### config.mk
export PLATFORM = sky130hd
export DESIGN_NAME = red_exec
export DESIGN_NICKNAME = d
export VERILOG_FILES = /design/src/rtl/red_exec.sv
export SDC_FILE = /design/constraint.sdc
export NUM_CORES = 1
export LEC_CHECK = 0
export ABC_AREA = 0
export CAP_MARGIN = 30
export CORE_AREA = 10 10 169 171
export CTS_BUF_LIST = sky130_fd_sc_hd__clkbuf_2 sky130_fd_sc_hd__clkbuf_4 sky130_fd_sc_hd__clkbuf_8
export DETAILED_ROUTE_END_ITERATION = 8
export DIE_AREA = 0 0 179 181
export PLACE_DENSITY_LB_ADDON = 0.3
export SYNTH_ARGS = -nofsm -noshare
export SYNTH_HDL_FRONTEND = slang
export SYNTH_SLANG_ARGS = --single-unit
### constraint.sdc
create_clock -name clk -period 4.9 [get_ports clk]
set_clock_uncertainty 0.05 [all_clocks]
set_input_delay 0.98 -clock clk [delete_from_list [all_inputs] [get_ports clk]]
set_output_delay 0.98 -clock clk [all_outputs]
set_load 0.01 [all_outputs]
### src/rtl/red_exec.sv
// Single-issue accumulator execute stage: one instruction per enabled cycle,
// a 4-entry register file, branch requests to fetch and a post-branch squash window.
module red_exec #(
    parameter int BR_SHADOW = 1
) (
    input  logic        clk,
    input  logic        rst_n,
    input  logic        en,
    input  logic [15:0] opCode_in,
    output logic        BR,
    output logic [15:0] br_target,
    output logic [15:0] acc,
    output logic        zf,
    output logic        cf,
    output logic        halted,
    output logic [15:0] retired
);

    typedef enum logic [1:0] {
        RUN    = 2'd0,
        SHADOW = 2'd1,
        HALTED = 2'd2
    } state_t;

    localparam logic [1:0] SHADOW_INIT = BR_SHADOW[1:0];

    localparam logic [3:0] OP_NOP  = 4'h0;
    localparam logic [3:0] OP_LDI  = 4'h1;
    localparam logic [3:0] OP_ADDI = 4'h2;
    localparam logic [3:0] OP_SUBI = 4'h3;
    localparam logic [3:0] OP_ANDI = 4'h4;
    localparam logic [3:0] OP_ORI  = 4'h5;
    localparam logic [3:0] OP_XORI = 4'h6;
    localparam logic [3:0] OP_SHL  = 4'h7;
    localparam logic [3:0] OP_SHR  = 4'h8;
    localparam logic [3:0] OP_STR  = 4'h9;
    localparam logic [3:0] OP_LDR  = 4'hA;
    localparam logic [3:0] OP_ADDR = 4'hB;
    localparam logic [3:0] OP_JMP  = 4'hC;
    localparam logic [3:0] OP_JZ   = 4'hD;
    localparam logic [3:0] OP_JNZ  = 4'hE;
    localparam logic [3:0] OP_HLT  = 4'hF;

    state_t      state, nxt_state;
    logic [1:0]  cnt, nxt_cnt;
    logic [15:0] rf [4];

    logic [15:0] nxt_acc, nxt_target, nxt_retired;
    logic        nxt_zf, nxt_cf, nxt_br;
    logic        rf_we;

    logic [3:0]  op;
    logic [15:0] imm16;
    logic [1:0]  ridx;
    logic [15:0] rval;
    logic [16:0] sum_imm, sum_reg, diff_imm;
    logic        acc_write;
    logic        taken;

    assign op       = opCode_in[15:12];
    assign imm16    = {4'h0, opCode_in[11:0]};
    assign ridx     = opCode_in[1:0];
    assign rval     = rf[ridx];
    assign sum_imm  = {1'b0, acc} + {1'b0, imm16};
    assign sum_reg  = {1'b0, acc} + {1'b0, rval};
    assign diff_imm = {1'b0, acc} - {1'b0, imm16};
    assign halted   = (state == HALTED);

    // Next-state and datapath results; flags use pre-edge zf for branch decisions.
    always_comb begin
        nxt_state   = state;
        nxt_cnt     = cnt;
        nxt_acc     = acc;
        nxt_zf      = zf;
        nxt_cf      = cf;
        nxt_br      = 1'b0;
        nxt_target  = br_target;
        nxt_retired = retired;
        rf_we       = 1'b0;
        acc_write   = 1'b0;
        taken       = 1'b0;

        case (state)
            RUN: begin
                nxt_retired = retired + 16'd1;
                case (op)
                    OP_NOP:  ;
                    OP_LDI:  begin nxt_acc = imm16; acc_write = 1'b1; end
                    OP_ADDI: begin
                        nxt_acc = sum_imm[15:0]; nxt_cf = sum_imm[16]; acc_write = 1'b1;
                    end
                    OP_SUBI: begin
                        nxt_acc = diff_imm[15:0]; nxt_cf = diff_imm[16]; acc_write = 1'b1;
                    end
                    OP_ANDI: begin nxt_acc = acc & imm16; acc_write = 1'b1; end
                    OP_ORI:  begin nxt_acc = acc | imm16; acc_write = 1'b1; end
                    OP_XORI: begin nxt_acc = acc ^ imm16; acc_write = 1'b1; end
                    OP_SHL:  begin
                        nxt_acc = {acc[14:0], 1'b0}; nxt_cf = acc[15]; acc_write = 1'b1;
                    end
                    OP_SHR:  begin
                        nxt_acc = {1'b0, acc[15:1]}; nxt_cf = acc[0]; acc_write = 1'b1;
                    end
                    OP_STR:  rf_we = 1'b1;
                    OP_LDR:  begin nxt_acc = rval; acc_write = 1'b1; end
                    OP_ADDR: begin
                        nxt_acc = sum_reg[15:0]; nxt_cf = sum_reg[16]; acc_write = 1'b1;
                    end
                    OP_JMP:  taken = 1'b1;
                    OP_JZ:   taken = zf;
                    OP_JNZ:  taken = ~zf;
                    OP_HLT:  nxt_state = HALTED;
                    default: ;
                endcase

                if (acc_write) begin
                    nxt_zf = (nxt_acc == 16'h0000);
                end

                if (taken) begin
                    nxt_br     = 1'b1;
                    nxt_target = imm16;
                    if (BR_SHADOW != 0) begin
                        nxt_state = SHADOW;
                        nxt_cnt   = SHADOW_INIT;
                    end
                end
            end

            SHADOW: begin
                nxt_cnt = cnt - 2'd1;
                if (cnt <= 2'd1) begin
                    nxt_state = RUN;
                    nxt_cnt   = 2'd0;
                end
            end

            HALTED: ;

            default: begin
                nxt_state = RUN;
                nxt_cnt   = 2'd0;
            end
        endcase
    end

    // Architectural state; everything holds while en is low.
    always_ff @(posedge clk or negedge rst_n) begin
        if (!rst_n) begin
            state     <= RUN;
            cnt       <= 2'd0;
            acc       <= 16'h0000;
            zf        <= 1'b0;
            cf        <= 1'b0;
            BR        <= 1'b0;
            br_target <= 16'h0000;
            retired   <= 16'h0000;
            for (int i = 0; i < 4; i++) begin
                rf[i] <= 16'h0000;
            end
        end else if (en) begin
            state     <= nxt_state;
            cnt       <= nxt_cnt;
            acc       <= nxt_acc;
            zf        <= nxt_zf;
            cf        <= nxt_cf;
            BR        <= nxt_br;
            br_target <= nxt_target;
            retired   <= nxt_retired;
            if (rf_we) begin
                rf[ridx] <= acc;
            end
        end
    end

endmodule

==> metrics.md <==
| Metric | Value |
|---|---|
| Status | `complete, no violations` |
| CTS Buffer Depth | `2` |
| Max Cap Viol | `0` |
| Num rows | `58` |
| CTS Root Buffer Type | `clkbuf_8` |
| Met3 Usage GRT | `0.04149` |
| Busiest grt layer | `met2` |
| Main combinational cell family by area after synthesis | `compound AO/OA/AOI/OAI gates` |
| R2R Path Start | `acc[3]` |
| Fin nets | `around 1100` |
| Avg WL per Cell | `approximately 22 µm` |
| Die Height | `about 180 µm` |
| Post-synth ARST share | `1.000` |
| 1st-iter DRT viols | `approximately 900` |
| Min cycle time layout | `4.423 ns` |
| GRT met1 Usage | `0.2597` |
| Tightest Pin Transition | `just under 0.8 ns` |
| N_diodes | `0` |
| First-pass GRT wire length | `~47000 µm` |
| Met2 usage in global routing | `0.2750` |
| Worst setup SP type | `input pin` |
| DR pass1 iterations | `5` |
| Global route overflow | `0` |
| Slew headroom | `0.4787` |
| Number of flops mapped to enable cells by yosys | `0` |
| Clock slew at reported path FFs | `0.08 ns` |
| Drc violations | `0` |
| Synth top area share | `0.3297` |
| Initial antenna violation count | `0` |
| Fin util | `0.4123` |
| Kind of critical path | `in -> reg` |
| Top-count cell post-synth | `dfrtp_1` |
| Area leader, netlist | `dfrtp_1` |
| Compound-Gate Fraction of Synth Area | `0.2374` |
| Post-route ant nets | `0` |
| Area growth, synth to finish | `18.28%` |
| Arr. time, crit path | `4.73 ns` |
| Area share of fa/ha/maj cells after synthesis | `0.08286` |
| Top cells by count, synth | `115 x dfrtp_1, 93 x nand2_1, 78 x o21ai_0` |
| Placeable Area | `roughly 0.025 mm²` |
| Post-CTS setup buffer count | `0` |
| R2R depth | `12` |
| Simple-Gate Fraction of Synth Area | `0.1499` |
| Reg2reg setup slack | `1.31 ns` |
| Cell count after synthesis | `976` |
| Max-slew violations | `0` |
| Vias/cell | `just under 6` |
| Vias in the first global route | `7980` |
| CP endpoint | `zf` |
| CTS Hold Bufs | `0` |
| Post_cts resized | `0` |
| Final Hold Viols | `0` |
| DR vias | `just over 8000` |
| #FFs+latches synth | `115` |
| Unrepaired setup endpoints after global routing | `no` |
| Seq/Total Area, Yosys | `0.3297` |
| H-tree lvl count | `4` |
| Post-synthesis mux area share | `0.09934` |
| Horiz. Die Dim | `about 180 µm` |
| Synth unique cells | `80` |
| Cell leakage power | `between 4 and 5 nW` |
| Layout cells sized above 1 | `0.1455` |
| Critical Path Fanout Max | `23` |
| Post-synthesis xor/xnor area fraction | `0.03913` |
| # setup viols final | `0` |
| Die footprint | `between 0.03 and 0.04 mm²` |
| Pwr dens | `roughly 530 mW/mm²` |
| HP Class | `reg -> reg` |
| Sink Count | `around 120` |
| F_max | `0.2261 GHz` |
| Worst r2r dst | `zf` |
| Ports | `roughly 70` |
| GRT Total Usage | `0.1849` |
| Average size of a mapped cell | `slightly below 9 µm²` |
| Worst EP required | `around 5.2 ns` |
| Initial Util | `0.3486` |
| Post-synth top flop | `dfrtp_1` |
| Total CTS buffers | `17` |
| CP Launch Point | `opCode_in[0]` |
| Synth area leaders | `dfrtp_1 33%, ha_1 7.6%, o21ai_0 4.5%, mux4_2 4.4%, nand2_1 4.0%` |
| CTS tree | `built` |
| Synthesized cell area | `around 0.0087 mm²` |
| Dpl hpwl | `around 23000 µm` |
| Max VDD drop | `205.4 µV` |
| Clk_lat worst skew | `0.45 ns` |
| Synth Warn # | `0` |
| Largest net degree at the start of global routing | `44` |
| Crit. End Element | `register` |
| DRT Wirelength | `roughly 30000 µm` |
| Port buffer count | `between 60 and 70` |
| Setup TNS | `0 ns` |
| Placer Congestion | `approximately 1` |
| Period utilization | `0.9028` |
registers in the layout (all words and copies together) (netlist names):
register,flops
br_target,12
retired,16
acc,16
zf,1
cf,1
cnt,2
rf,64
state,2
BR,1
cell usage in the layout, fill, tap and decap left out, types with 11 or more instances in the layout:
cell	Yosys	final
nor2b_1	15	15
mux4_2	17	17
o21ai_0	78	78
dfrtp_1	115	115
nor3_1	19	19
xnor2_1	30	30
nor2_1	56	56
nand3_1	30	30
inv_1	49	49
a22oi_1	13	13
clkdlybuf4s50_1	0	63
mux2_2	26	26
a31oi_1	11	11
o21ai_1	14	14
clkbuf_8	0	17
buf_4	8	59
a21oi_1	61	61
ha_1	53	53
nand2_1	93	93
a211oi_1	14	14
cell families after synthesis:
family                   Yosys count
AO/OA/AOI/OAI                    311
AND/OR/NAND/NOR                  270
buffers and inverters            123
flip-flops                       115
multiplexers                      61
adder cells (fa/ha/maj)           56
XOR/XNOR                          39
other                              1
worst min-delay path by stage:
stage                      from           to  slack, ns  depth (start not counted)
floorplan                rf[16]       rf[16]       0.39                          2
global placement         rf[23]       rf[23]       0.41                          2
detailed placement  retired[15]  retired[15]       0.42                          1
CTS                 retired[15]  retired[15]       0.43                          1
global route        retired[15]  retired[15]       0.44                          1
finish              retired[15]  retired[15]       0.42                          1
metal layers:
metal  part of all wire  vias to the layer above
li1                   -                     3747
met1               0.44                     3981
met2               0.44                      413
met3              0.098                       58
met4              0.023                        0
met5                  0                        -
layout make-up:
type / count / area (µm²)
clock buffer: 19 / 249.0
clock inverter: 13 / 135.1
fill: 2507 / 14710
inverter: 51 / 191.4
multi-input combinational: 741 / 5334
sequential: 115 / 2878
tap: 330 / 412.9
timing repair buffer: 126 / 1124
critical path: stages:
cell and delay [ns]:
clkdlybuf4s50_1 0.50, buf_12 0.22, mux4_2 0.55, ha_1 0.23, inv_1 0.09, fa_1 0.20
nor2b_1 0.08, o2111a_1 0.24, or3_1 0.39, a311oi_1 0.34, o221ai_1 0.25, o21ai_1 0.22
o211a_1 0.17, nand3_1 0.09, o31ai_2 0.17
power by group:
| group | internal (W) | switching, W | total, W |
|---|---|---|---|
| clock network | 0.000463 | 0.000447 | 0.000910 |
| logic | 0.00129 | 0.00182 | 0.00311 |
| registers | 0.00120 | 0.000259 | 0.00146 |
| total | 0.00296 | 0.00252 | 0.00548 |
per-stage QoR:
stage,std cells,hold slack (ns),setup slack (ns),instance area (µm²),total power (W)
6_report,1395,0.4220,0.4765,10320,0.005482
5_1_grt,1395,0.4371,0.2717,10320,0.005832
4_1_cts,1395,0.4292,0.5442,10320,0.005440
3_5_place_dp,1363,0.4163,0.06585,9940,0.004515
3_3_place_gp,1363,0.4067,0.1467,9940,0.004530
2_1_floorplan,979,0.3946,0.8679,8740,0.003290
Power figures use the tool's default switching activity.
